--- config.mk ---
export PLATFORM = sky130hd
export DESIGN_NAME = dac_seq_ctrl
export DESIGN_NICKNAME = d
export VERILOG_FILES = /design/src/rtl/dac_seq_ctrl.sv
export SDC_FILE = /design/constraint.sdc
export NUM_CORES = 1
export LEC_CHECK = 0
export CAP_MARGIN = 20
export CORE_ASPECT_RATIO = 0.75
export CORE_MARGIN = 8
export CORE_UTILIZATION = 52
export CTS_CLUSTER_SIZE = 40
export DETAILED_ROUTE_END_ITERATION = 7
export PLACE_DENSITY = 0.77
export SLEW_MARGIN = 20
export SYNTH_ARGS = -nofsm -noshare
export SYNTH_HDL_FRONTEND = slang
export SYNTH_SLANG_ARGS = --single-unit
--- constraint.sdc ---
create_clock -name clk -period 2.78 [get_ports clk]
set_input_delay 0.556 -clock clk [delete_from_list [all_inputs] [get_ports clk]]
set_output_delay 0.556 -clock clk [all_outputs]
set_load 0.05 [all_outputs]
--- src/rtl/dac_seq_ctrl.sv ---
// dac_seq_ctrl: configurable DAC sequencer.
// Divides the fabric clock by N to form dac_clk and drives dout from a
// selectable pattern source (ramp-up, square, constant, ramp-down). A run
// lasts for a programmed number of samples, or continues until stopped.
module dac_seq_ctrl #(
  parameter int DOUT_WIDTH = 8,
  parameter int DIV_WIDTH  = 8,
  parameter int LEN_WIDTH  = 16
) (
  input  logic                  clk,
  input  logic                  rst,
  input  logic                  cfg_valid,
  output logic                  cfg_ready,
  input  logic [DIV_WIDTH-1:0]  cfg_div,
  input  logic [1:0]            cfg_mode,
  input  logic [LEN_WIDTH-1:0]  cfg_len,
  input  logic [DOUT_WIDTH-1:0] cfg_const,
  input  logic                  start,
  input  logic                  stop,
  output logic                  busy,
  output logic                  done,
  output logic                  dac_clk,
  output logic [DOUT_WIDTH-1:0] dout
);

  typedef enum logic [1:0] {
    S_IDLE  = 2'd0,
    S_RUN   = 2'd1,
    S_FLUSH = 2'd2
  } state_t;

  localparam logic [1:0] MODE_UP    = 2'd0;
  localparam logic [1:0] MODE_SQ    = 2'd1;
  localparam logic [1:0] MODE_CONST = 2'd2;
  localparam logic [1:0] MODE_DOWN  = 2'd3;

  state_t                r_state;
  logic [DIV_WIDTH-1:0]  r_div;
  logic [1:0]            r_mode;
  logic [LEN_WIDTH-1:0]  r_len;
  logic [DOUT_WIDTH-1:0] r_const;
  logic [DIV_WIDTH-1:0]  r_cnt;
  logic [LEN_WIDTH-1:0]  r_samp;
  logic                  r_dac_clk;
  logic [DOUT_WIDTH-1:0] r_dout;
  logic                  r_busy;
  logic                  r_done;
  logic                  r_cfg_ready;

  logic                  w_cfg_take;
  logic [DIV_WIDTH-1:0]  w_div_sat;
  logic [1:0]            w_mode_eff;
  logic [DOUT_WIDTH-1:0] w_const_eff;
  logic [DIV_WIDTH-1:0]  w_half_m1;
  logic                  w_last;
  logic [LEN_WIDTH-1:0]  w_samp_inc;
  logic                  w_len_hit;
  logic [DOUT_WIDTH-1:0] w_dout_init;
  logic [DOUT_WIDTH-1:0] w_dout_step;

  // A config handshake only completes while idle; divide factors below 2 clamp to 2.
  assign w_cfg_take  = cfg_valid && r_cfg_ready;
  assign w_div_sat   = (cfg_div < DIV_WIDTH'(2)) ? DIV_WIDTH'(2) : cfg_div;
  // A run started in the same cycle as a handshake uses the presented config.
  assign w_mode_eff  = w_cfg_take ? cfg_mode  : r_mode;
  assign w_const_eff = w_cfg_take ? cfg_const : r_const;

  // Divider decode: rise after cnt == N/2-1, fall and sample advance at cnt == N-1.
  assign w_half_m1   = (r_div >> 1) - DIV_WIDTH'(1);
  assign w_last      = (r_cnt == (r_div - DIV_WIDTH'(1)));
  assign w_samp_inc  = r_samp + LEN_WIDTH'(1);
  assign w_len_hit   = (r_len != '0) && (w_samp_inc == r_len);

  // Pattern start value and per-sample update.
  always_comb begin
    w_dout_init = '0;
    w_dout_step = r_dout;
    case (w_mode_eff)
      MODE_UP:    w_dout_init = '0;
      MODE_SQ:    w_dout_init = '0;
      MODE_CONST: w_dout_init = w_const_eff;
      MODE_DOWN:  w_dout_init = '1;
      default:    w_dout_init = '0;
    endcase
    case (r_mode)
      MODE_UP:    w_dout_step = r_dout + DOUT_WIDTH'(1);
      MODE_SQ:    w_dout_step = ~r_dout;
      MODE_CONST: w_dout_step = r_dout;
      MODE_DOWN:  w_dout_step = r_dout - DOUT_WIDTH'(1);
      default:    w_dout_step = r_dout;
    endcase
  end

  // Sequencer FSM with divider, sample counter and registered outputs.
  always_ff @(posedge clk or posedge rst) begin
    if (rst) begin
      r_state     <= S_IDLE;
      r_div       <= DIV_WIDTH'(2);
      r_mode      <= MODE_UP;
      r_len       <= '0;
      r_const     <= '0;
      r_cnt       <= '0;
      r_samp      <= '0;
      r_dac_clk   <= 1'b0;
      r_dout      <= '0;
      r_busy      <= 1'b0;
      r_done      <= 1'b0;
      r_cfg_ready <= 1'b1;
    end else begin
      r_done <= 1'b0;
      case (r_state)
        S_IDLE: begin
          r_dac_clk <= 1'b0;
          if (w_cfg_take) begin
            r_div   <= w_div_sat;
            r_mode  <= cfg_mode;
            r_len   <= cfg_len;
            r_const <= cfg_const;
          end
          if (start && !stop) begin
            r_state     <= S_RUN;
            r_cnt       <= '0;
            r_samp      <= '0;
            r_busy      <= 1'b1;
            r_cfg_ready <= 1'b0;
            r_dout      <= w_dout_init;
          end
        end
        S_RUN, S_FLUSH: begin
          if (w_last) begin
            r_cnt     <= '0;
            r_dac_clk <= 1'b0;
            r_samp    <= w_samp_inc;
            if (w_len_hit || (r_state == S_FLUSH)) begin
              // Final fall: dout keeps the last sampled value.
              r_state     <= S_IDLE;
              r_busy      <= 1'b0;
              r_done      <= 1'b1;
              r_cfg_ready <= 1'b1;
            end else begin
              r_dout <= w_dout_step;
              if (stop) r_state <= S_FLUSH;
            end
          end else begin
            r_cnt <= r_cnt + DIV_WIDTH'(1);
            if (r_cnt == w_half_m1) r_dac_clk <= 1'b1;
            if (stop && (r_state == S_RUN)) r_state <= S_FLUSH;
          end
        end
        default: r_state <= S_IDLE;
      endcase
    end
  end

  assign cfg_ready = r_cfg_ready;
  assign busy      = r_busy;
  assign done      = r_done;
  assign dac_clk   = r_dac_clk;
  assign dout      = r_dout;

endmodule

After elaboration in Yosys (flattened, before gate mapping) --
Cells that the tools add are included.
Operators by class: add/subtract/negate cells 6, $lt $le $gt $ge 1, eq/ne operators 19, mux-type cells 35, bitwise logic cells 1, reductions and logical operators 20
Operators by type and width (number):
- 8-bit 2-to-1 mux | 7
- 8-bit case mux with 3 select lines | 2
- 16-bit 2-to-1 mux | 2
- 16-bit case mux with 2 select lines | 1
- 8-bit case mux with 2 select lines | 2
- 16-bit by 1-bit adder with 16-bit output (second input constant) | 1
- 8-bit by 1-bit adder with 8-bit output (second input constant) | 2
- 16-bit equality test | 1
- 8-bit equality test | 2
- 16-bit nonzero test | 1
- 8-bit by 1-bit subtractor with 8-bit output (second input constant) | 2
- 2-bit 2-to-1 mux | 6
- 1-bit 2-to-1 mux | 11
- 2-bit equality test (second input constant) | 5
- 2-bit inequality test (second input constant) | 5
- 8-bit by 2-bit less-than comparator with 1-bit output (second input constant) | 1
- 8-bit inverter | 1
- 7-bit by 1-bit subtractor with 8-bit output (second input constant) | 1
- 2-bit by 1-bit equality test with 1-bit output (second input constant) | 3
- 2-bit zero test | 3
- 3-bit inequality test (second input constant) | 2
- 1-bit case mux with 2 select lines | 3
- 2-bit AND reduction | 3
- 3-bit AND reduction | 2
- other kinds (9) | 13
Word-level totals: flip-flop bits (word level) 72, input bits 39, output and inout port bits 12

Depth between registers and ports, before layout --
word-level depth 7, mapped depth 12, gate-level depth less buffers 11

Worst setup path after synthesis --
OpenSTA, ideal clock, no wires.
path kind register -> register, from register r_div[1], to register r_dout[6], in the netlist dout[6], library setup time 0.122 ns, data arrival time 2.728 ns, data required time 2.658 ns, setup slack -0.070 ns, stages on the path, launching flop included 12, buffers on the path 1, period minus slack after synthesis 2.850 ns, path through dfstp_2 -> inv_1 -> ha_1 -> nor2b_1 -> o2111ai_1 -> nand4bb_4 -> o41ai_4 -> nand2_2 -> a2111oi_4 -> buf_4 -> o22ai_1 -> a32o_1
Between the ends: word-level cells in the longest chain between the ends 4
RTL lines:
- start, declared | line 38 | logic [DIV_WIDTH-1:0] r_div;
- start signal, assigned | line 115 | r_div <= w_div_sat;
- 8-bit by 1-bit subtractor with 8-bit output | line 70 | assign w_last = (r_cnt == (r_div - DIV_WIDTH'(1)));
- 8-bit equality test | line 70
- 2-bit inequality test (no line)
- 5-bit AND reduction (no line)
- end signal, assigned | line 126 | r_dout <= w_dout_init;
- end signal, assigned | line 141 | r_dout <= w_dout_step;
- end, declared | line 45 | logic [DOUT_WIDTH-1:0] r_dout;
Every way passes these cells. A chain may end at the register's enable or synchronous reset.

Worst setup path after layout --
Same ends and word-level chain as after synthesis.

==> results.json <==
{
  "diodes": 0,
  "clk_pin_slew_worst_paths_ns": 0.06,
  "rsz0062_at_grt": "true",
  "clk_latency_ns": 0.34,
  "synth-compound-area-share": 0.1963,
  "synth_top_flop_cell": "dfrtp_1",
  "r2r-start": "r_div[1]",
  "worstPathRequired_ns": 3.01,
  "fp.dieH_um": 100.0,
  "worst_slack_ns": 0.04564,
  "yosys-top-cells-count": "dfrtp_1 (70), nand2_1 (37), o21ai_0 (36), mux2_2 (33), xnor2_1 (32)",
  "hold_viol_final": 0,
  "core_um2": 9084,
  "path_max_fanout": 4,
  "dieArea_um2": 12810,
  "r2r_slack_ns": 0.05,
  "drv_cap": 0,
  "clock_skew_ns": 0.008671,
  "ant_nets": 0,
  "power_frac_seq": 0.253,
  "dieWidth_um": 128.0,
  "relSlewSlack": 0.5789,
  "vdd_drop_max_mv": 0.7920,
  "hold_buffers": 0,
  "end_kind": "flop",
  "fillerInstances": 708,
  "setup_violations": 0,
  "area_delta_synth_final_pct": 25.15,
  "tightest_slew_ns": 0.6307,
  "synth_seq_area_share": 0.3686,
  "swShare": 0.4230,
  "leakage_nw": 2.566,
  "antenna_found_initial": 0,
  "grt_pass1_wl_um": 21560,
  "yosysTopAreaCell": "dfrtp_1",
  "hold_path.class": "flop to flop",
  "vias": 4333,
  "grt_pass1_vias": 4388,
  "period_share": 0.9836,
  "critical_path_class": "flop to flop",
  "synth_edf_count": 0,
  "drv_slew": 0,
  "max_freq_ghz": 0.3657,
  "htreeDepth": 3,
  "internal_power_w": 0.004370,
  "synth_area_um2": 4895,
  "rr_endpoint": "dout[6]",
  "final_area_um2": 6126,
  "clock-sinks": 72,
  "cts.path.max_buffers": 2,
  "drt-initial-drc-count": 328,
  "status": "completed",
  "power_switching_w": 0.003203,
  "cts_root_buf": "clkbuf_16",
  "dp_slack_ns": -0.08425,
  "placed_area_um2": 5642,
  "async_flop_share": 1.000,
  "place_congestion": 0.9313,
  "syn_nets": 574,
  "synth_fa_ha_area_frac": 0.03988,
  "ios": 51,
  "drt-total-wl_um": 12850,
  "drc": 0,
  "finalCriticalPeriod_ns": 2.734,
  "clockPowerShare": 0.190,
  "grt_max_degree": 32,
  "yosys.area_share.simple": 0.1851,
  "grt_usage": 0.2073,
  "initial_core_util": 0.5388,
  "synth_most_common_cell": "dfrtp_1",
  "synthXorXnorAreaFrac": 0.08231,
  "numCtsBuffers": 9,
  "synth_cell_type_count": 68,
  "synth_top_area_frac": 0.3579,
  "cp-startpoint": "r_div[1]",
  "synth-seq-cells": 72,
  "avgSynthCellArea_um2": 9.413,
  "core.rowCount": 30,
  "start_kind": "flop",
  "synth_top_family_by_area": "compound AO/OA/AOI/OAI gates",
  "layout-drive-gt1-share": 0.2024,
  "first_pass_iters": 5,
  "wl_per_cell_um": 17.95,
  "power.density_nw_per_um2": 1236,
  "ys.warnings.count": 0,
  "overflow": 0,
  "synth.area.mux_share": 0.08001,
  "synthCells": 520,
  "cts_tree": "yes",
  "synthTopCellsByArea": "dfrtp_1 (36%), mux2_2 (7.6%), xnor2_1 (5.7%)",
  "crit_end": "dout[6]",
  "port_buffers": 50,
  "vias_per_cell": 6.052,
  "rr_worst_depth": 11,
  "hpwlAfterDp_um": 9304,
  "critPathArrivalTime_ns": 2.96,
  "combPwrFrac": 0.557,
  "nNetsFinal": 637
}
-- power groups by stage --
stage	logic (W)	clock network, W	registers, W
after global routing	0.00461	0.00150	0.00198
after detailed placement	0.00394	0	0.00191
after CTS	0.00407	0.00146	0.00190
after global placement	0.00377	0	0.00189
final	0.00422	0.00144	0.00192
after floorplan	0.00280	0	0.00195
-- cell families (layout without fill, tap and decap cells) --
kind of cell               count (synthesis)  in the layout
and+or+nand+nor                          167            167
AOI/OAI and AO/OA                        134            134
DFF                                       72             72
buffers and inverters                     51            119
xor gates and xnor gates                  46             46
muxes                                     35             35
adders and majority gates                 15             15
-- repair_timing --
item                       in CTS  in global routing
buffers inserted                3                  4
setup endpoints to repair       6                 20
gates resized for setup         6                 12
pin swaps                       4                  4
-- layout by cell type, fill, tap and decap left out, types with 4 or more instances in the layout --
cell type / Yosys / final
o21ai_0: 36 / 35
a211oi_1: 5 / 5
o2bb2ai_1: 4 / 4
mux2_2: 33 / 33
o22ai_1: 7 / 7
nand3_1: 25 / 25
nor3_1: 27 / 25
xor2_1: 14 / 13
nand2_1: 37 / 37
nor2_1: 16 / 15
nor4_1: 8 / 7
or3_1: 6 / 6
buf_4: 3 / 36
o311a_1: 5 / 5
a21oi_1: 21 / 21
and3_1: 7 / 6
dfrtp_1: 70 / 70
a31oi_1: 4 / 4
a22o_1: 10 / 10
a21o_1: 10 / 10
xnor2_1: 32 / 32
inv_1: 15 / 13
clkbuf_16: 0 / 9
nand2b_1: 8 / 7
nand4_1: 9 / 9
bufinv_16: 0 / 4
clkdlybuf4s50_1: 0 / 50
ha_1: 14 / 11
-- area by class of cell --
class	count	area, um^2	area share
Multi-Input combinational cell	397	2934	0.4790
Sequential cell	72	1804	0.2945
Timing Repair Buffer	88	802.0	0.1309
Clock buffer	10	239.0	0.03901
Tap cell	128	160.2	0.02614
Clock inverter	6	130.1	0.02124
Inverter	15	56.30	0.009191
-- worst max-delay path: stages (launching register included) --
cell	delay [ns]
dfstp_2	0.54
inv_2	0.05
ha_4	0.27
xor2_2	0.14
nand2_1	0.08
nand4bb_4	0.25
o41ai_4	0.43
nand2_2	0.13
a2111oi_4	0.29
buf_4	0.18
o22ai_1	0.07
a32o_1	0.21
-- state kept, by name, summed over array words and instances, names as in the netlist --
name / count
r_mode: 2
dout: 8
r_div: 8
r_state: 2
r_cnt: 8
r_len: 16
r_samp: 16
busy: 1
dac_clk: 1
cfg_ready: 1
done: 1
r_const: 8
-- per-stage QoR --
stage	instances	setup TNS (ns)	util	hold WS [ns]	power, W
4_1_cts	713	0	0.6678	0.4941	0.007436
3_3_place_gp	694	0	0.6211	0.4792	0.005660
6_report	716	0	0.6744	0.4912	0.007573
2_1_floorplan	520	0	-	0.4731	0.004747
5_1_grt	716	-0.4592	0.6744	0.5202	0.008091
3_5_place_dp	694	-0.4132	0.6211	0.4816	0.005845
-- layer usage --
layer	GRT usage	vias to the layer above	wire [um]
met3	0.05773	18	866
li1	-	2042	-
met5	0	-	0
met4	0.06011	0	168
met2	0.3414	152	6037
met1	0.2599	2121	5781
-- how the worst min path moves through the flow --
stage / end / cells after the start / start
final: busy / 1 / busy
after global routing: cfg_ready / 2 / cfg_ready
after CTS: cfg_ready / 2 / cfg_ready
after detailed placement: busy / 1 / busy
after global placement: cfg_ready / 2 / cfg_ready
after floorplan: r_const[6] / 1 / r_const[6]
Power figures use the tool's default switching activity.
